### src/rtl/mips_store_pkg.sv
// mips_store_pkg: shared store-path encodings (size codes, lane width, RMW states) and misalignment rule
package mips_store_pkg;
  localparam int LANE_W = 8;
  localparam logic [1:0] SZ_BYTE = 2'b00;
  localparam logic [1:0] SZ_HALF = 2'b01;
  localparam logic [1:0] SZ_WORD = 2'b10;
  typedef enum logic [2:0] {S_IDLE, S_READ, S_WAIT, S_WRITE, S_ERR} state_t;
  // size 11 is reserved and always rejected
  function automatic logic misaligned(logic [1:0] size, logic [1:0] off);
    return size == SZ_HALF ? off[0] : size == SZ_WORD ? off != 2'b00 : size != SZ_BYTE;
  endfunction
endpackage

### src/rtl/store_lane_merge.sv
// store_lane_merge: big-endian merge of a byte/half/word store into an old memory word
// i_old: word read from memory; i_data: register value, low bits stored
// i_size: SZ_BYTE/SZ_HALF/SZ_WORD; i_off: byte address bits [1:0]; o_word: merged word
module store_lane_merge
  import mips_store_pkg::*;
(
  input  logic [31:0] i_old,
  input  logic [31:0] i_data,
  input  logic [1:0]  i_size,
  input  logic [1:0]  i_off,
  output logic [31:0] o_word
);
  // ~off maps byte offset 0 to the most significant lane
  always_comb begin
    o_word = i_old;
    if (i_size == SZ_BYTE) o_word[{~i_off, 3'b000} +: LANE_W] = i_data[LANE_W-1:0];
    else if (i_size == SZ_HALF) o_word[{~i_off[1], 4'b0000} +: 2*LANE_W] = i_data[2*LANE_W-1:0];
    else o_word = i_data;
  end
endmodule

### src/rtl/store_merge_rmw.sv
// store_merge_rmw: narrows a register store to byte/half/word and writes it via read-modify-write
// clk/rst_n: clock, async active-low reset
// req_valid/req_ready/req_addr/req_data/req_size: store request, ready only when idle
// done/misalign: completion pulse, misalign marks a rejected request
// mem_addr/mem_rd_en/mem_rdata/mem_wr_en/mem_wdata: word-addressed memory port without byte enables
module store_merge_rmw
  import mips_store_pkg::*;
#(
  parameter int DATA_W  = 32,
  parameter int ADDR_W  = 32,
  parameter int MEM_LAT = 1
) (
  input  logic              clk,
  input  logic              rst_n,
  input  logic              req_valid,
  output logic              req_ready,
  input  logic [ADDR_W-1:0] req_addr,
  input  logic [DATA_W-1:0] req_data,
  input  logic [1:0]        req_size,
  output logic              done,
  output logic              misalign,
  output logic [ADDR_W-3:0] mem_addr,
  output logic              mem_rd_en,
  input  logic [DATA_W-1:0] mem_rdata,
  output logic              mem_wr_en,
  output logic [DATA_W-1:0] mem_wdata
);
  state_t r_state;
  logic [DATA_W-1:0] r_data;
  logic [1:0] r_size;
  logic [1:0] r_off;
  logic [1:0] r_cnt;
  logic [DATA_W-1:0] w_merged;
  assign req_ready = r_state == S_IDLE;
  store_lane_merge u_merge (
    .i_old (mem_rdata),
    .i_data(r_data),
    .i_size(r_size),
    .i_off (r_off),
    .o_word(w_merged)
  );
  always_ff @(posedge clk or negedge rst_n) begin
    if (!rst_n) begin
      r_state   <= S_IDLE;
      r_data    <= '0;
      r_size    <= '0;
      r_off     <= '0;
      r_cnt     <= '0;
      done      <= 1'b0;
      misalign  <= 1'b0;
      mem_rd_en <= 1'b0;
      mem_wr_en <= 1'b0;
      mem_addr  <= '0;
      mem_wdata <= '0;
    end else begin
      done      <= 1'b0;
      misalign  <= 1'b0;
      mem_rd_en <= 1'b0;
      mem_wr_en <= 1'b0;
      case (r_state)
        S_IDLE: if (req_valid) begin
          r_data   <= req_data;
          r_size   <= req_size;
          r_off    <= req_addr[1:0];
          mem_addr <= req_addr[ADDR_W-1:2];
          if (misaligned(req_size, req_addr[1:0])) begin
            r_state  <= S_ERR;
            done     <= 1'b1;
            misalign <= 1'b1;
          end else if (req_size == SZ_WORD) begin
            r_state   <= S_WRITE;
            mem_wr_en <= 1'b1;
            mem_wdata <= req_data;
            done      <= 1'b1;
          end else begin
            r_state   <= S_READ;
            mem_rd_en <= 1'b1;
          end
        end
        S_READ: begin
          r_state <= S_WAIT;
          r_cnt   <= 2'(MEM_LAT - 1);
        end
        // read data is valid in the last WAIT cycle; merge it straight into the write word
        S_WAIT: if (r_cnt == 2'd0) begin
          r_state   <= S_WRITE;
          mem_wr_en <= 1'b1;
          mem_wdata <= w_merged;
          done      <= 1'b1;
        end else r_cnt <= r_cnt - 2'd1;
        default: r_state <= S_IDLE;
      endcase
    end
  end
endmodule

### config.mk
export PLATFORM = sky130hd
export DESIGN_NAME = store_merge_rmw
export DESIGN_NICKNAME = d
export VERILOG_FILES = /design/src/rtl/mips_store_pkg.sv /design/src/rtl/store_lane_merge.sv /design/src/rtl/store_merge_rmw.sv
export SDC_FILE = /design/constraint.sdc
export NUM_CORES = 1
export LEC_CHECK = 0
export ABC_AREA = 0
export CAP_MARGIN = 20
export CORE_ASPECT_RATIO = 0.6
export CORE_UTILIZATION = 50
export CTS_CLUSTER_SIZE = 16
export DETAILED_ROUTE_END_ITERATION = 12
export PLACE_DENSITY = 0.94
export SYNTH_ARGS = -nofsm -noshare
export SYNTH_HDL_FRONTEND = slang
export SYNTH_SLANG_ARGS = --single-unit
### constraint.sdc
create_clock -name clk -period 5.3 [get_ports clk]
set_input_delay 1.06 -clock clk [delete_from_list [all_inputs] [get_ports clk]]
set_output_delay 1.06 -clock clk [all_outputs]
set_load 0.02 [all_outputs]
==> results of run 1 <==
## power by group through the flow
stage               clock [mW]  sequential [mW]  combinational (mW)
finish                   0.698             1.58                2.53
global route             0.742             1.63                2.76
CTS                      0.708             1.60                2.47
detailed placement           0             1.61                2.45
global placement             0             1.58                2.37
floorplan                    0             1.71                1.35
## cells by family after synthesis
kind of cell | Yosys count | synth area share (%)
simple gates | 277 | 22.11
compound gates | 171 | 19.80
flops | 107 | 48.77
buf+inv | 63 | 5.014
mux | 16 | 2.940
fa+ha+maj | 6 | 1.367
## cell usage after synthesis, types with 3 or more instances
library cell	count
o21ai_0	43
a211o_1	4
o21ai_1	13
and3_1	3
buf_2	16
nor4_1	3
or3_1	4
dfrtp_1	107
nand3b_1	3
mux2i_1	15
clkbuf_1	25
o22ai_1	7
nor3_1	7
ha_1	6
a221oi_1	9
a211oi_1	9
a221o_1	15
a311o_1	7
nor2_1	33
a311oi_1	5
a21oi_1	55
nand2_1	191
inv_1	16
nor2b_1	17
## state kept, by name, summed over array words and instances, names as in the netlist, 2 cells and up
register   flops
mem_addr      30
mem_wdata     32
r_cnt          2
r_data        32
r_off          2
r_size         2
r_state        3
## routing by layer
| layer | GRT usage (%) | share of wire, % | up-vias |
|---|---|---|---|
| li1 | - | - | 2490 |
| met1 | 43.81 | 44 | 2661 |
| met2 | 47.84 | 45 | 276 |
| met3 | 9.768 | 9.7 | 33 |
| met4 | 8.791 | 1.6 | 0 |
| met5 | 0 | 0 | - |
## cell type report
class                           count  area (sq um)  area share, %
Clock buffer                       10         239.0          3.183
Clock inverter                      6         71.32         0.9500
Inverter                           17         63.81         0.8500
Multi-Input combinational cell    470          2542          33.87
Sequential cell                   107          2678          35.67
Tap cell                          139         173.9          2.317
Timing Repair Buffer              174          1739          23.17
## critical path, cell delays in order
cell,delay (ns)
clkdlybuf4s50_1,0.50
nor3_1,0.47
a32oi_2,0.17
buf_4,0.29
inv_2,0.53
o21ai_0,0.16
o21ai_0,0.19
## path summary, 6_finish.rpt
kind	from	endpoint	slack (ns)
max	req_size[0]	mem_wdata[16]$_DFFE_PN0P_	2.17
min	mem_addr[19]$_DFFE_PN0P_	mem_addr[19]$_DFFE_PN0P_	0.48
max reg2reg	r_off[1]$_DFFE_PN0P_	mem_wdata[4]$_DFFE_PN0P_	2.66
min reg2reg	mem_addr[19]$_DFFE_PN0P_	mem_addr[19]$_DFFE_PN0P_	0.48
max in group asynchronous	rst_n	r_data[24]$_DFFE_PN0P_	3.38
min in group asynchronous	rst_n	mem_rd_en$_DFF_PN0_	0.75
## metrics by stage
| stage | util [%] | cell area, sq um | hold WS (ns) | std cells | total power, mW |
|---|---|---|---|---|---|
| after floorplan | - | 5490 | 0.4403 | 640 | 3.065 |
| after global placement | 67.39 | 7164 | 0.4560 | 905 | 3.954 |
| after detailed placement | 67.44 | 7169 | 0.4635 | 906 | 4.060 |
| after CTS | 70.35 | 7480 | 0.4798 | 922 | 4.780 |
| after global routing | 70.61 | 7507 | 0.4951 | 923 | 5.132 |
| final | 70.61 | 7507 | 0.4750 | 923 | 4.816 |
==> metrics.yaml, run 1 <==
outcome: "completed"
vdd_drop_max_v: 0.0004231
layout_setup_ws_ns: 2.172
ant_nets: 0
final_cell_mix: "nand2_1 (191), clkdlybuf4s50_1 (166), dfrtp_1 (107)"
ys_seq_elements: 107
post-route-period-util_pct: 59.02
grt_setup_unrepaired: "false"
yosys.area.top_type: "dfrtp_1"
initialDrtViolationCount: 462
grtUsageTotal_pct: 31.64
ys_seq_area_share_pct: 48.77
slew_headroom_pct: 31.23
cp.arrival_ns: 3.39
seq_power_share_pct: 32.9
cts-root-buf: "clkbuf_16"
yosysTopAreaCellShare_pct: 48.77
finalSetupTns_ns: 0
ys_types: 46
rows: 29
htree_levels: 3
syn2layout_area_growth_pct: 36.74
syn_avg_cell_area_sq_um: 8.579
clkPwrFrac_pct: 14.5
clk_latency_ns: 0.35
setup_viol: 0
endpoint_kind: "flip-flop"
hold_path.class: "flip-flop to flip-flop"
grt-ovfl-total: 0
routed_wl_mm: 17.44
antenna_found_initial: 0
final_net_count: 886
n_antenna_cell: 0
drv_slew: 0
grt_pass1_vias: 5359
grt_pass1_wl_mm: 27.61
cts_buffers: 9
cp_data_required_time_ns: 5.56
io_pins: 168
drive_above_1_share_pct: 4.337
intPower_mw: 2.664
drcViolationCount: 0
hold_depth: 2
nFillCells: 796
die_w_um: 137.3
vias_per_cell: 5.915
final_common_cell: "nand2_1"
place_worst_setup_slack_ns: 1.868
p_per_area_nw_per_um2: 641.6
swShare_pct: 44.70
floorplan.initialDensity_pct: 51.64
postCtsResizedCells: 0
vias: 5460
skew_ns: 0.007071
syn_inst: 640
p_comb_share_pct: 52.6
maxCapViolations: 0
synth_warnings: 0
reg2reg_depth: 6
critical_path_class: "input port to flip-flop"
crit_fanout: 34
tightest_slew_ns: 1.032
cts_hold_buf: 0
die_h_um: 83.17
clock-sinks: 107
post-cts-setup-buffer-count: 0
hold_viol: 0
p_leak_nw: 3.290
synth_nets: 747
switchingPower_mw: 2.153
ys.flop_type: "dfrtp_1"
core_area_sq_um: 10630
synth_area_leaders: "dfrtp_1 (49%), nand2_1 (13%), a21oi_1 (5.0%)"
gp_congestion: 0.9174
path_clk_slew_ns: 0.07
fmax_ghz: 0.3197
startpoint_type: "input port"
io_buffers: 167
grt_max_degree: 78
first_pass_iters: 5
synthArstFlopShare_pct: 100.0
dieArea_sq_um: 11420
hpwl_mm: 12.00
wire_per_inst_um: 18.90
cts_tree: "done"
cts_buffer_depth: 2
synth_edf_count: 0
period_minus_slack_ns: 3.128
syn_area_sq_um: 5490
Note: power is estimated with default switching activity, not from simulation.
==> inputs of run 2 (changes only) <==
--- a/config.mk
+++ b/config.mk
@@ -8,10 +8,10 @@
 export ABC_AREA = 0
 export CAP_MARGIN = 20
 export CORE_ASPECT_RATIO = 0.6
-export CORE_UTILIZATION = 50
+export CORE_UTILIZATION = 47
 export CTS_CLUSTER_SIZE = 16
 export DETAILED_ROUTE_END_ITERATION = 12
-export PLACE_DENSITY = 0.94
+export PLACE_DENSITY = 0.89
 export SYNTH_ARGS = -nofsm -noshare
 export SYNTH_HDL_FRONTEND = slang
 export SYNTH_SLANG_ARGS = --single-unit
==> constraint.sdc (replaced) <==
create_clock -name clk -period 2.9 [get_ports clk]
set_input_delay 0.58 -clock clk [delete_from_list [all_inputs] [get_ports clk]]
set_output_delay 0.58 -clock clk [all_outputs]
set_load 0.02 [all_outputs]
==> metrics.yaml, run 2 (synthesized netlist as in run 1, its figures left out) <==
outcome: "completed"
final_net_count: 893
hpwl_mm: 12.09
cts_buffers: 9
nFillCells: 915
grtUsageTotal_pct: 29.67
startpoint_type: "flip-flop"
p_per_area_nw_per_um2: 1166
post-route-period-util_pct: 83.52
skew_ns: 0.005961
p_comb_share_pct: 53.4
endpoint_kind: "flip-flop"
hold_ws_ns: 0.1497
floorplan.initialDensity_pct: 48.43
seq_area_sq_um: 2678
switchingPower_mw: 3.928
slew_headroom_pct: 46.44
grt_setup_unrepaired: "false"
initialDrtViolationCount: 429
rows: 30
routed_wl_mm: 17.25
path_clk_slew_ns: 0.07
seq_power_share_pct: 32.0
clkPwrFrac_pct: 14.6
cp_data_required_time_ns: 3.18
dp_cells: 935
die_h_um: 85.72
clock-sinks: 107
finalSetupTns_ns: 0
cts-root-buf: "clkbuf_16"
fmax_ghz: 0.4129
hold_viol: 0
finalNonFillerCells: 951
critical_path_class: "flip-flop to flip-flop"
final_cell_mix: "nand2_1 (191), clkdlybuf4s50_1 (166), dfrtp_1 (107)"
core_area_sq_um: 11340
vdd_drop_max_v: 0.0005849
reg2reg_depth: 5
final_common_cell: "nand2_1"
ant_nets: 0
die_w_um: 141.5
htree_levels: 3
n_antenna_cell: 0
tightest_slew_ns: 0.8034
report.power.total_mw: 8.858
clk_latency_ns: 0.35
first_pass_iters: 5
cts_buffer_depth: 2
gp_congestion: 0.9115
top_regs: "mem_wdata x32, r_data x32, mem_addr x30"
io_buffers: 167
cts_tree: "done"
grt_pass1_wl_mm: 27.83
post-cts-setup-buffer-count: 0
maxCapViolations: 0
hold_path.class: "input port to asynchronous set/reset pin"
syn2layout_area_growth_pct: 38.35
grt-ovfl-total: 0
vias_per_cell: 5.758
period_minus_slack_ns: 2.422
p_leak_nw: 3.330
cp.arrival_ns: 2.70
drive_above_1_share_pct: 5.057
grt_max_degree: 80
cts_hold_buf: 0
intPower_mw: 4.930
postCtsResizedCells: 0
vias: 5476
setup_viol: 0
antenna_found_initial: 0
wire_per_inst_um: 18.14
utilization_pct: 67.01
drcViolationCount: 0
drv_slew: 0
swShare_pct: 44.34
crit_fanout: 14
dieArea_sq_um: 12130
multi_input_area_sq_um: 2542
io_pins: 168
grt_pass1_vias: 5367
run 2: metrics by stage:
stage                     setup slack [ns]  cell area, sq um
after floorplan                     0.4579              5490
final                               0.4779              7596
after global placement              0.4774              7283
after global routing                0.3097              7596
after CTS                           0.5209              7596
after detailed placement            0.4452              7283
run 2: metal layers:
layer  share of wire [%]  GRT usage, %  wire, um  vias to the layer above
met5                   0             0         0                        -
met4                 1.2         7.820       203                        0
met3                  11         6.924      1899                       21
met2                  43         44.02      7407                      298
met1                  45         43.56      7739                     2648
li1                    -             -         -                     2509
run 2: power by group through the flow:
stage | clock network (mW) | logic [mW] | registers [mW]
6_report | 1.29 | 4.73 | 2.84
5_1_grt | 1.37 | 5.18 | 2.92
4_1_cts | 1.30 | 4.70 | 2.81
3_5_place_dp | 0 | 4.68 | 2.82
3_3_place_gp | 0 | 4.51 | 2.80
2_1_floorplan | 0 | 2.47 | 3.13
run 2: final cells by class:
cell class	count	area share, %
Tap cell	160	2.635
Clock buffer	11	3.327
Multi-Input combinational cell	470	33.47
Sequential cell	107	35.25
Timing Repair Buffer	181	23.69
Inverter	17	0.8401
Clock inverter	5	0.7906
run 2: worst paths after layout:
kind,startpoint,to,slack (ns)
max,r_off[0]$_DFFE_PN0P_,mem_wdata[3]$_DFFE_PN0P_,0.48
min reg2reg,r_data[31]$_DFFE_PN0P_,r_data[31]$_DFFE_PN0P_,0.47
max reg2reg,r_off[0]$_DFFE_PN0P_,mem_wdata[3]$_DFFE_PN0P_,0.48
max in group asynchronous,rst_n,r_data[6]$_DFFE_PN0P_,1.98
min in group clk,r_data[31]$_DFFE_PN0P_,r_data[31]$_DFFE_PN0P_,0.47
min,rst_n,mem_rd_en$_DFF_PN0_,0.15
run 2: critical path, cell delays in order (launching register included):
cell and delay [ns]:
dfrtp_1 0.53, ha_1 0.56, and4b_1 0.46, o21ai_1 0.26
a221o_1 0.40, a21oi_1 0.14
==> inputs of run 3 (changes only) <==
--- a/config.mk
+++ b/config.mk
@@ -8,10 +8,10 @@
 export ABC_AREA = 0
 export CAP_MARGIN = 20
 export CORE_ASPECT_RATIO = 0.6
-export CORE_UTILIZATION = 47
+export CORE_UTILIZATION = 43
 export CTS_CLUSTER_SIZE = 16
 export DETAILED_ROUTE_END_ITERATION = 12
-export PLACE_DENSITY = 0.89
+export PLACE_DENSITY = 0.86
 export SYNTH_ARGS = -nofsm -noshare
 export SYNTH_HDL_FRONTEND = slang
 export SYNTH_SLANG_ARGS = --single-unit
==> constraint.sdc (replaced) <==
create_clock -name clk -period 2.15 [get_ports clk]
set_input_delay 0.43 -clock clk [delete_from_list [all_inputs] [get_ports clk]]
set_output_delay 0.43 -clock clk [all_outputs]
set_load 0.02 [all_outputs]
==> metrics.yaml, run 3 (synthesized netlist as in run 1, its figures left out) <==
p_per_area_nw_per_um2: 1573
hpwl_mm: 12.77
grt-ovfl-total: 0
crit_path_end: "mem_wdata[7]$_DFFE_PN0P_"
cp_cell_sequence: "buf_4 -> ha_1 -> and4b_1 -> o21ai_1 -> a221o_1 -> a21oi_1"
io_pins: 168
path_delay_family: "compound AO/OA/AOI/OAI gates"
vdd_drop_max_v: 0.0007750
antenna_found_initial: 0
critical_path_class: "flip-flop to flip-flop"
die_h_um: 89.53
gp_congestion: 0.9049
clkPwrFrac_pct: 13.8
ant_nets: 0
r2r_end: "mem_wdata[7]$_DFFE_PN0P_"
drcViolationCount: 0
cpPeakStageDelay_ns: 0.48
crit_cells: 6
outcome: "completed"
grt_setup_unrepaired: "false"
cp.arrival_ns: 2.30
reg2reg_depth: 6
wire_per_inst_um: 18.02
swShare_pct: 43.43
finalNonFillerCells: 978
cp_data_required_time_ns: 2.38
first_pass_iters: 5
vias: 5469
vias_per_cell: 5.592
core_area_sq_um: 12260
slew_headroom_pct: 60.17
dp_cells: 962
grtUsageTotal_pct: 26.94
final_net_count: 916
routed_wl_mm: 17.62
die_w_um: 147.9
cts_buffers: 9
final_cell_mix: "nand2_1 (191), clkdlybuf4s50_1 (165), dfrtp_1 (105)"
report.power.total_mw: 12.31
rows: 31
dieArea_sq_um: 13240
period_minus_slack_ns: 2.064
grt_pass1_wl_mm: 27.23
cp_slowest_cell: "o21ai_1"
cts_tree: "done"
grt_max_degree: 77
p_leak_nw: 3.445
drv_slew: 0
path_clk_slew_ns: 0.07
startpoint_type: "flip-flop"
io_buffers: 167
skew_ns: 0.01182
grt_pass1_vias: 4984
top_regs: "mem_wdata x32, r_data x32, mem_addr x30"
cts-root-buf: "clkbuf_16"
reg2reg_from: "r_off[0]$_DFFE_PN0P_"
fmax_ghz: 0.4845
final_common_cell: "nand2_1"
regToRegSetupSlack_ns: 0.09
maxCapViolations: 0
startpoint: "r_off[0]$_DFFE_PN0P_"
htree_levels: 3
switchingPower_mw: 5.348
cts_buffer_depth: 2
tightest_slew_ns: 0.5935
syn2layout_area_growth_pct: 42.55
hold_viol: 0
floorplan.initialDensity_pct: 44.79
intPower_mw: 6.965
critPathBufInv: 1
initialDrtViolationCount: 450
p_comb_share_pct: 55.7
clk_latency_ns: 0.35
drive_above_1_share_pct: 8.610
endpoint_kind: "flip-flop"
crit_fanout: 7
setup_viol: 0
n_antenna_cell: 0
hold_path.class: "input port to asynchronous set/reset pin"
seq_power_share_pct: 30.6
clock-sinks: 107
post-route-period-util_pct: 96.00
[run 3: cell count changes in the layout (fill, tap and decap cells not counted), moves of 2 or more]
cell	before	now
dfrtp_1	107	105
buf_4	13	34
dfrtp_2	0	2
ha_1	6	4
buf_12	2	4
[run 3: metal layers]
metal | vias up | global-route usage (%) | wire length, um
met5 | - | 0 | 0
met4 | 0 | 4.780 | 124
met3 | 14 | 6.837 | 1838
met2 | 289 | 38.08 | 7458
met1 | 2617 | 41.36 | 8201
li1 | 2549 | - | -
[run 3: timing repair]
item,in CTS,in global routing
setup buffers,0,1
gates cloned,0,0
hold buffers,0,0
gates resized for setup,2,8
hold endpoints to repair,0,0
setup endpoints to repair,3,13
[run 3: area by class of cell]
cell class                 instances  area, sq um
multi-input combinational        470         2577
clock inverter                     3        46.29
timing repair buffer             204         1996
fill                            1023         4431
clock buffer                      12        256.5
sequential                       107         2680
tap                              165        206.4
inverter                          17        63.81
[run 3: worst reg2reg max path: cells and delay by family (launching register included)]
| family | cells | cell delay, ns |
|---|---|---|
| simple gates | 1 | 0.25 |
| flops | 1 | 0.45 |
| fa+ha+maj | 1 | 0.29 |
| compound gates | 3 | 0.79 |
| buf+inv | 1 | 0.17 |
[run 3: metrics by stage]
step                 TNS [ns]  hold WS (ns)  worst slack [ns]  util, %  cell area, sq um
finish                      0       0.02399           0.08609    63.85              7826
global placement            0        0.4158           0.06336    61.02              7480
detailed placement  -0.002089        0.4184         -0.002077    61.02              7480
floorplan                   0        0.1344           0.02813        -              5498
CTS                         0       0.04880          0.004731    63.50              7782
global route                0       0.06670          0.006775    63.85              7826
[run 3: power groups by stage]
stage               Sequential (mW)  Clock [mW]  Combinational (mW)
detailed placement             3.74           0                6.68
CTS                            3.74        1.72                6.69
global placement               3.73           0                6.49
finish                         3.77        1.69                6.85
global route                   3.86        1.80                7.44
floorplan                      4.22           0                3.35
[run 3: worst min-delay path by stage]
stage | from | endpoint | cells after the start
floorplan | rst_n | done$_DFF_PN0_ | 0
global placement | rst_n | mem_rd_en$_DFF_PN0_ | 1
global route | rst_n | mem_rd_en$_DFF_PN0_ | 1
CTS | rst_n | mem_rd_en$_DFF_PN0_ | 1
detailed placement | rst_n | mem_rd_en$_DFF_PN0_ | 1
finish | rst_n | mem_rd_en$_DFF_PN0_ | 1
